`src/rtl/approx_mult_pkg.sv`:
```
// Shared definitions for the approximate multiplier family: FSM state type,
// operand width limits, parameter legality check and the lower-part-OR
// accumulate step used by approximate adders.
package approx_mult_pkg;

  localparam int MAX_WIDTH = 32;
  localparam int ACC_BITS  = 2 * MAX_WIDTH;

  typedef enum logic [1:0] {
    IDLE = 2'd0,
    RUN  = 2'd1,
    DONE = 2'd2
  } state_t;

  // Legal when 2 <= w <= MAX_WIDTH and 0 <= l <= 2*w-1.
  function automatic bit approx_cols_legal(input int w, input int l);
    return (w >= 2) && (w <= MAX_WIDTH) && (l >= 0) && (l <= 2 * w - 1);
  endfunction

  // One lower-part-OR add on full-size vectors. The low l bits are a
  // carry-free OR. A single carry, the AND of the two bits in column l-1,
  // feeds the exact upper adder. Callers truncate the result to their own
  // product width. l=0 degenerates to an exact add.
  function automatic logic [ACC_BITS-1:0] approx_lower_or_add(
    input logic [ACC_BITS-1:0] acc,
    input logic [ACC_BITS-1:0] addend,
    input int unsigned         l
  );
    logic [ACC_BITS-1:0] lo_mask;
    logic [ACC_BITS-1:0] msb_mask;
    logic [ACC_BITS-1:0] hi;
    logic                c;
    if (l == 0) begin
      return acc + addend;
    end
    lo_mask  = (ACC_BITS'(1) << l) - ACC_BITS'(1);
    msb_mask = ACC_BITS'(1) << (l - 1);
    c        = |(acc & addend & msb_mask);
    hi       = (acc >> l) + (addend >> l) + ACC_BITS'(c);
    return (hi << l) | ((acc | addend) & lo_mask);
  endfunction

endpackage

```
`src/rtl/approx_acc_add.sv`:
```
// Combinational single accumulate step of the shift-add multiplier. This step
// selects between an exact add and a lower-part-OR approximate add over the
// low APPROX_COLS columns.
module approx_acc_add
  import approx_mult_pkg::*;
#(
  parameter int WIDTH       = 8,
  parameter int APPROX_COLS = 4
) (
  input  logic [2*WIDTH-1:0] acc,
  input  logic [2*WIDTH-1:0] addend,
  input  logic               approx,
  output logic [2*WIDTH-1:0] sum
);

  localparam int PW = 2 * WIDTH;

  // The exact add is the default. The approximate path applies only when
  // some columns are configured as approximate.
  always_comb begin
    sum = acc + addend;
    if (approx && (APPROX_COLS > 0)) begin
      sum = PW'(approx_lower_or_add(ACC_BITS'(acc), ACC_BITS'(addend),
                                    APPROX_COLS));
    end
  end

endmodule

```
`src/rtl/approx_seq_mult.sv`:
```
// Sequential shift-add multiplier with a per-transaction exact or approximate
// (lower-part-OR) mode, using valid/ready handshakes on input and output.
// Optional error monitor: define APPROX_SEQ_MULT_ERR_MON_EN to add the
// err_dist and err_max outputs.
module approx_seq_mult
  import approx_mult_pkg::*;
#(
  parameter int WIDTH       = 8,
  parameter int APPROX_COLS = 4
) (
  input  logic               clk,
  input  logic               rst,
  input  logic               in_valid,
  output logic               in_ready,
  input  logic [WIDTH-1:0]   inp1,
  input  logic [WIDTH-1:0]   inp2,
  input  logic               approx,
  output logic               out_valid,
  input  logic               out_ready,
  output logic [2*WIDTH-1:0] product
`ifdef APPROX_SEQ_MULT_ERR_MON_EN
  ,
  output logic [2*WIDTH-1:0] err_dist,
  output logic [2*WIDTH-1:0] err_max
`endif
);

  localparam int PW = 2 * WIDTH;
  localparam int CW = $clog2(WIDTH + 1);

  generate
    if (!approx_cols_legal(WIDTH, APPROX_COLS)) begin : g_bad_cfg
      $error("approx_seq_mult: illegal WIDTH/APPROX_COLS combination");
    end
  endgenerate

  state_t          state_reg;
  logic [WIDTH-1:0] a_reg;
  logic [WIDTH-1:0] b_reg;
  logic            approx_reg;
  logic [PW-1:0]   acc_reg;
  logic [PW-1:0]   acc_next;
  logic [PW-1:0]   addend;
  logic [PW-1:0]   product_reg;
  logic [CW-1:0]   cnt_reg;
  logic            in_ready_reg;
  logic            out_valid_reg;
  logic            b_bit;

  // Partial product for the current iteration: a shifted by i when b[i] is set.
  always_comb begin
    b_bit  = |(b_reg & (WIDTH'(1) << cnt_reg));
    addend = b_bit ? (PW'(a_reg) << cnt_reg) : '0;
  end

  approx_acc_add #(
    .WIDTH       (WIDTH),
    .APPROX_COLS (APPROX_COLS)
  ) u_step (
    .acc    (acc_reg),
    .addend (addend),
    .approx (approx_reg),
    .sum    (acc_next)
  );

  // Control FSM, datapath registers and registered handshake outputs. RUN runs
  // WIDTH iterations (i=0..WIDTH-1), then spends one more cycle transferring
  // the accumulator to the product register. This gives out_valid at exactly
  // WIDTH+1 cycles after the accept edge.
  always_ff @(posedge clk) begin
    if (rst) begin
      state_reg     <= IDLE;
      a_reg         <= '0;
      b_reg         <= '0;
      approx_reg    <= 1'b0;
      acc_reg       <= '0;
      cnt_reg       <= '0;
      product_reg   <= '0;
      in_ready_reg  <= 1'b1;
      out_valid_reg <= 1'b0;
    end else begin
      case (state_reg)
        IDLE: begin
          if (in_valid && in_ready_reg) begin
            a_reg        <= inp1;
            b_reg        <= inp2;
            approx_reg   <= approx;
            acc_reg      <= '0;
            cnt_reg      <= '0;
            in_ready_reg <= 1'b0;
            state_reg    <= RUN;
          end
        end
        RUN: begin
          if (cnt_reg == CW'(WIDTH)) begin
            product_reg   <= acc_reg;
            out_valid_reg <= 1'b1;
            state_reg     <= DONE;
          end else begin
            acc_reg <= acc_next;
            cnt_reg <= cnt_reg + CW'(1);
          end
        end
        DONE: begin
          if (out_ready) begin
            out_valid_reg <= 1'b0;
            in_ready_reg  <= 1'b1;
            state_reg     <= IDLE;
          end
        end
        default: begin
          out_valid_reg <= 1'b0;
          in_ready_reg  <= 1'b1;
          state_reg     <= IDLE;
        end
      endcase
    end
  end

  assign in_ready  = in_ready_reg;
  assign out_valid = out_valid_reg;
  assign product   = product_reg;

`ifdef APPROX_SEQ_MULT_ERR_MON_EN
  logic [PW-1:0] exact_prod;
  logic [PW-1:0] err_max_reg;

  // Behavioural exact reference built from the latched operands. It is meant
  // for characterisation rather than for the datapath.
  always_comb begin
    exact_prod = PW'(a_reg) * PW'(b_reg);
    err_dist   = (exact_prod >= product_reg) ? (exact_prod - product_reg)
                                             : (product_reg - exact_prod);
  end

  // Running worst-case error over transactions completed by the consumer.
  always_ff @(posedge clk) begin
    if (rst) begin
      err_max_reg <= '0;
    end else if (out_valid_reg && out_ready && (err_dist > err_max_reg)) begin
      err_max_reg <= err_dist;
    end
  end

  assign err_max = err_max_reg;
`else
  // Error monitor compiled out: no extra ports or state.
`endif

endmodule

```
`config.mk`:
```
export PLATFORM = sky130hd
export DESIGN_NAME = approx_seq_mult
export DESIGN_NICKNAME = d
export VERILOG_FILES = /design/src/rtl/approx_mult_pkg.sv /design/src/rtl/approx_acc_add.sv /design/src/rtl/approx_seq_mult.sv
export SDC_FILE = /design/constraint.sdc
export NUM_CORES = 1
export LEC_CHECK = 0
export ABC_CLOCK_PERIOD_IN_PS = 9100
export BUFFER_PORTS_ARGS = -buffer_cell sky130_fd_sc_hd__buf_2
export CAP_MARGIN = 40
export CORE_ASPECT_RATIO = 1.5
export CORE_MARGIN = 8
export CORE_UTILIZATION = 55
export CTS_CLUSTER_SIZE = 8
export DETAILED_ROUTE_END_ITERATION = 16
export PLACE_DENSITY = 0.76
export SYNTH_ARGS = -nofsm -noshare
export SYNTH_HDL_FRONTEND = slang
export SYNTH_SLANG_ARGS = --single-unit
export TNS_END_PERCENT = 20
```
`constraint.sdc`:
```
create_clock -name clk -period 9.1 [get_ports clk]
set_input_delay 2.73 -clock clk [delete_from_list [all_inputs] [get_ports clk]]
set_output_delay 2.73 -clock clk [all_outputs]
set_load 0.01 [all_outputs]
```
* Word-level counts from Yosys, hierarchy flattened *
Cells that the tools add are included.

storage, ports and cells
  register bits = 57
  output and inout bits = 18
  input port bits = 21
  word-level logic and storage cells = 56

cells by class
  bitwise operators = 6
  add/subtract/negate cells = 4
  mux-type cells = 18
  shift operators = 2
  reduce and logical (&&, ||, !) cells = 10
  eq/ne operators = 7

operators by type and width
  operator                                                                number
  16-bit 2-to-1 mux                                                       4
  16-bit one-hot mux with 2 select lines                                  1
  16-bit adder                                                            1
  16-bit by 4-bit bitwise OR with 16-bit output                           1
  8-bit by 4-bit left shift with 16-bit output                            1
  12-bit by 1-bit adder with 12-bit output                                1
  12-bit adder                                                            1
  3-bit AND reduction                                                     4
  8-bit bitwise AND                                                       1
  4-bit 2-to-1 mux                                                        2
  2-bit inequality test (second input constant)                           4
  4-bit one-hot mux with 2 select lines                                   1
  8-bit OR reduction                                                      1
  1-bit by 4-bit left shift with 8-bit output (first input constant)      1
  2-bit 2-to-1 mux                                                        3
  1-bit one-hot mux with 3 select lines                                   2
  2-bit one-hot mux with 3 select lines                                   1
  4-bit by 1-bit adder with 4-bit output (second input constant)          1
  4-bit bitwise AND                                                       1
  4-bit equality test (second input constant)                             1
  1-bit 2-to-1 mux                                                        4
  4-bit bitwise OR                                                        1
  2-bit AND reduction                                                     2
  2-bit by 1-bit equality test with 1-bit output (second input constant)  1
  5 further kinds                                                         6

* Longest topological paths before layout *
  word-level depth = 10
  mapped depth = 18
  gate-level depth less buffers = 17

* Cells and area by module *
A second synthesis with hierarchy kept.

unflattened totals
  cells, all modules = 467
  area total of the unflattened synthesis = 3837.4 sq um

by module, submodules not included
  module           instances  area an instance (sq um)  cells an instance  sequential area each (sq um)
  approx_seq_mult  1          2905.3                    342                1141.1
  approx_acc_add   1          932.1                     125                0.0

* Worst setup path before layout *
No wires, ideal clock.

  path kind = input to register
  start point = input port in_valid
  end point = register acc_reg[1]
  cell stages on the path = 6
  setup time = 0.128 ns
  setup slack = 5.229 ns
  buffers on the path = 2
  data arrival time = 3.744 ns
  data required time = 8.972 ns
  cells stage by stage = nand2b_1 > or3b_2 > clkbuf_1 > buf_2 > a31oi_1 > nor2_1

on the way
  longest elaborated chain between the ends = 3

RTL lines
  element                          line                    source
  start, declared                  approx_seq_mult.sv:13   input logic in_valid,
  1-bit logical AND                approx_seq_mult.sv:84   if (in_valid && in_ready_reg) begin
  2-bit inequality test (no line)  -
  3-bit AND reduction (no line)    -
  end signal, assigned             approx_seq_mult.sv:100  acc_reg <= acc_next;
  end, declared                    approx_seq_mult.sv:41   logic [PW-1:0] acc_reg;

Every way passes these cells.
A chain may end at the register's enable or synchronous reset.

* Final worst setup path *
  start point = register cnt_reg[0]
  end point = register acc_reg[14]

on the way
  longest elaborated chain between the ends = 10
  elaborated cells between the ends (all ways) = 16
  those cells by class = add/sub (3); eq/ne (2); shift (2); mux (4); bitwise (3); reduce/logical (2)

RTL lines
  element                                                   line                                          source
  start, declared                                           approx_seq_mult.sv:45                         logic [CW-1:0] cnt_reg;
  start signal, assigned                                    approx_seq_mult.sv:101                        cnt_reg <= cnt_reg + CW'(1);
  1-bit by 4-bit left shift with 8-bit output               approx_seq_mult.sv:52                         b_bit = |(b_reg & (WIDTH'(1) << cnt_reg));
  8-bit bitwise AND                                         approx_seq_mult.sv:52
  8-bit OR reduction                                        approx_seq_mult.sv:52
  16-bit 2-to-1 mux                                         approx_seq_mult.sv:53                         addend = b_bit ? (PW'(a_reg) << cnt_reg) : '0;
  12-bit adder / 4-bit bitwise AND (equally long branches)  approx_mult_pkg.sv:39, approx_mult_pkg.sv:38
  12-bit by 1-bit adder with 12-bit output                  approx_mult_pkg.sv:39                         hi = (acc >> l) + (addend >> l) + ACC_BITS'(c);
  16-bit by 4-bit bitwise OR with 16-bit output             approx_mult_pkg.sv:40                         return (hi << l) | ((acc | addend) & lo_mask);
  16-bit 2-to-1 mux                                         approx_acc_add.sv:22                          if (approx && (APPROX_COLS > 0)) begin
  16-bit 2-to-1 mux                                         approx_seq_mult.sv:95                         if (cnt_reg == CW'(WIDTH)) begin
  16-bit one-hot mux with 2 select lines                    approx_seq_mult.sv:82                         case (state_reg)

Several ways; a longest one is shown, not always the timed one. The select of a mux whose other input is x is not followed.

==> metrics.txt <==
fin. max-slew vios 0; Post-Route WL 8443 um; Synth cell types 52; Clock Path Buffers 2; post-placement cell count 538; die area 0.009131 mm2; Synth Warn # 0; post-route cell area 0.003840 mm2; number of hold buffers added after cts 0; via count 3130; delay-heaviest family, CP compound AO/OA/AOI/OAI gates; Pwr Density 145.9 mW/mm2; crit start category flip-flop; Buffers & Inverters on Critical Path 1; GRT Util Overall 19.23%; first-pass iteration count of the detailed router 4; global-route wire length before repair 13970 um; dpl cell area 0.003643 mm2; Die X 80.74 um; RD Place Congestion 0.9957; Slowest cell on crit path dfxtp_1; Post-CTS Setup Bufs 0; status finished, final reports clean; clock transition at the registers of the reported paths 0.07 ns; Max FO, Critical Path 16; net count after synthesis 500; CORE AREA 0.006131 mm2; Largest stage delay, worst path 0.66 ns; insertion delay to the later sink of the worst-skew pair 0.35 ns; P_leak 0.001616 uW; most common cell after layout, fill and taps aside nand2_1; flop2flop setup slack 4.48 ns; largest net degree at the start of global routing 50; Min-Delay Endpoint product[7]$_SDFFE_PP0P_; Least-Margin Pin Slew 0.8909 ns; post-synthesis sequential area ratio 33.01%; CP Capture Type flip-flop; Rel. slew slack 40.61%; nets@finish 524; reg2reg path depth 15; Req. time, crit path 9.34 ns; commonest non-fill, non-tap cells in the layout nand2_1, a21oi_1, dfxtp_1; register bit total from synthesis 57; CTS root buffer clkbuf_8; initial drt markers 210; TritonCTS Buffers 9; Async SR Flop Fraction 0%; Reg-to-Reg End acc_reg[14]$_SDFFE_PP0P_; Starting Density 56.39%; H-Tree Depth 3; CP Data Arrival Time 4.86 ns; n_diodes 0; Fin Setup TNS 0 ns; Setup CP Type reg -> reg; setup violators final 0; std cell rows 35; fraction of layout cells with a size suffix above 1 15.00%; peak supply drop 0.09377 mV; Post-synth EDFFs 0; fin crit share 50.81%; DP HPWL 6215 um; # resized after CTS 0; Final Hold Viols 0; post-route ant nets 0; Hold Path Origin product[7]$_SDFFE_PP0P_; final-layout fill cell count 566; initial antenna violation count 0; die height 113.1 um; Synth Instances 451; port buffer count 38; vias in the first global route 3056; final worst path period need 4.624 ns; Avg WL per Cell 15.24 um; crit path cell chain clkinv_1, ha_1, a222oi_1, mux2i_1, o21ai_1, nor2_1, and2_1, ha_1, fa_1, a21o_1, a221oi_2, o221ai_2, a311oi_2, xor2_1, o21ai_1; DR vias/cell 5.650; Layout area overhead 11.07%; Cell Count, Final, Fillers Out 554; Worst R2R Start cnt_reg[0]$_SDFFE_PP0P_; RSZ-0062 raised after global routing no; maximum capacitance violations 0; Mapped Area 0.003457 mm2; Avg Inst Size Synth 7.665 um2; Clock Skew 0.008890 ns; io pins 39; # DRC 0; CTS sink cnt 57; GRT overflow 0; worst min path class reg -> reg; Most used DFF post-synth dfxtp_1; Hold Crit Depth 2; CTS tree yes; Max Fclk 216.3 MHz
-- cells in the mapped netlist, types with 8 or more instances --
| master | n | area, um2 |
|---|---|---|
| o21ai_0 | 18 | 90.09 |
| ha_1 | 25 | 312.8 |
| buf_2 | 9 | 45.04 |
| inv_1 | 20 | 75.07 |
| nor2_1 | 35 | 131.4 |
| nand3_1 | 8 | 40.04 |
| nand2_1 | 98 | 367.9 |
| a21oi_1 | 57 | 285.3 |
| mux2i_1 | 10 | 100.1 |
| clkbuf_1 | 17 | 63.81 |
| dfxtp_1 | 57 | 1141 |
-- stage by stage --
| step | setup WS [ns] | utilization (%) | total power, uW | hold slack (ns) |
|---|---|---|---|---|
| 3_5_place_dp | 4.568 | 59.43 | 325.7 | 0.4441 |
| 2_1_floorplan | 5.229 | - | 310.1 | 0.4357 |
| 5_1_grt | 4.096 | 62.63 | 583.5 | 0.4659 |
| 3_3_place_gp | 4.769 | 59.24 | 323.9 | 0.4419 |
| 6_report | 4.476 | 62.63 | 560.2 | 0.4503 |
| 4_1_cts | 4.515 | 62.63 | 564.2 | 0.4538 |
-- metal layers --
| metal | part of all wire, % | global-route usage, % |
|---|---|---|
| met1 | 39 | 19.90 |
| met2 | 52 | 33.24 |
| met3 | 5.3 | 6.270 |
| met4 | 3.2 | 9.581 |
| met5 | 0 | 0 |
-- worst max path at each step --
stage,from,end,slack [ns],depth (start not counted)
floorplan,in_valid,acc_reg[1]$_SDFFE_PP0P_,5.23,6
global placement,cnt_reg[0]$_SDFFE_PP0P_,acc_reg[14]$_SDFFE_PP0P_,4.77,15
detailed placement,cnt_reg[0]$_SDFFE_PP0P_,acc_reg[14]$_SDFFE_PP0P_,4.57,15
CTS,cnt_reg[0]$_SDFFE_PP0P_,acc_reg[14]$_SDFFE_PP0P_,4.51,15
global route,cnt_reg[0]$_SDFFE_PP0P_,acc_reg[12]$_SDFFE_PP0P_,4.10,15
finish,cnt_reg[0]$_SDFFE_PP0P_,acc_reg[14]$_SDFFE_PP0P_,4.48,15
-- cell type report --
cell class / instances / area, um2 / share of cell area (%)
Clock buffer: 11 / 141.4 / 3.682
Clock inverter: 5 / 55.05 / 1.434
Inverter: 22 / 82.58 / 2.151
Multi-Input combinational cell: 344 / 2111 / 54.97
Sequential cell: 57 / 1141 / 29.72
Tap cell: 74 / 92.59 / 2.411
Timing Repair Buffer: 41 / 216.5 / 5.637
-- tightest hold or removal path: cells and delay by family, from the launching register on --
kind	cells	cell delay [ns]
AOI/OAI and AO/OA	1	0.05
and+or+nand+nor	1	0.05
DFF	1	0.31
-- power by group --
group	switching (uW)	internal [uW]	total (uW)
registers	9.94	257	266
logic	33.2	21.3	54.5
clock network	106	133	239
-- logic make-up after synthesis --
kind of cell | share of synthesized area, %
xor gates and xnor gates | 3.294
and+or+nand+nor | 21.43
DFF | 33.01
buffers and inverters | 6.080
muxes | 4.524
adders and majority gates | 10.79
AOI/OAI and AO/OA | 20.88
(Power assumes the default switching activity.)
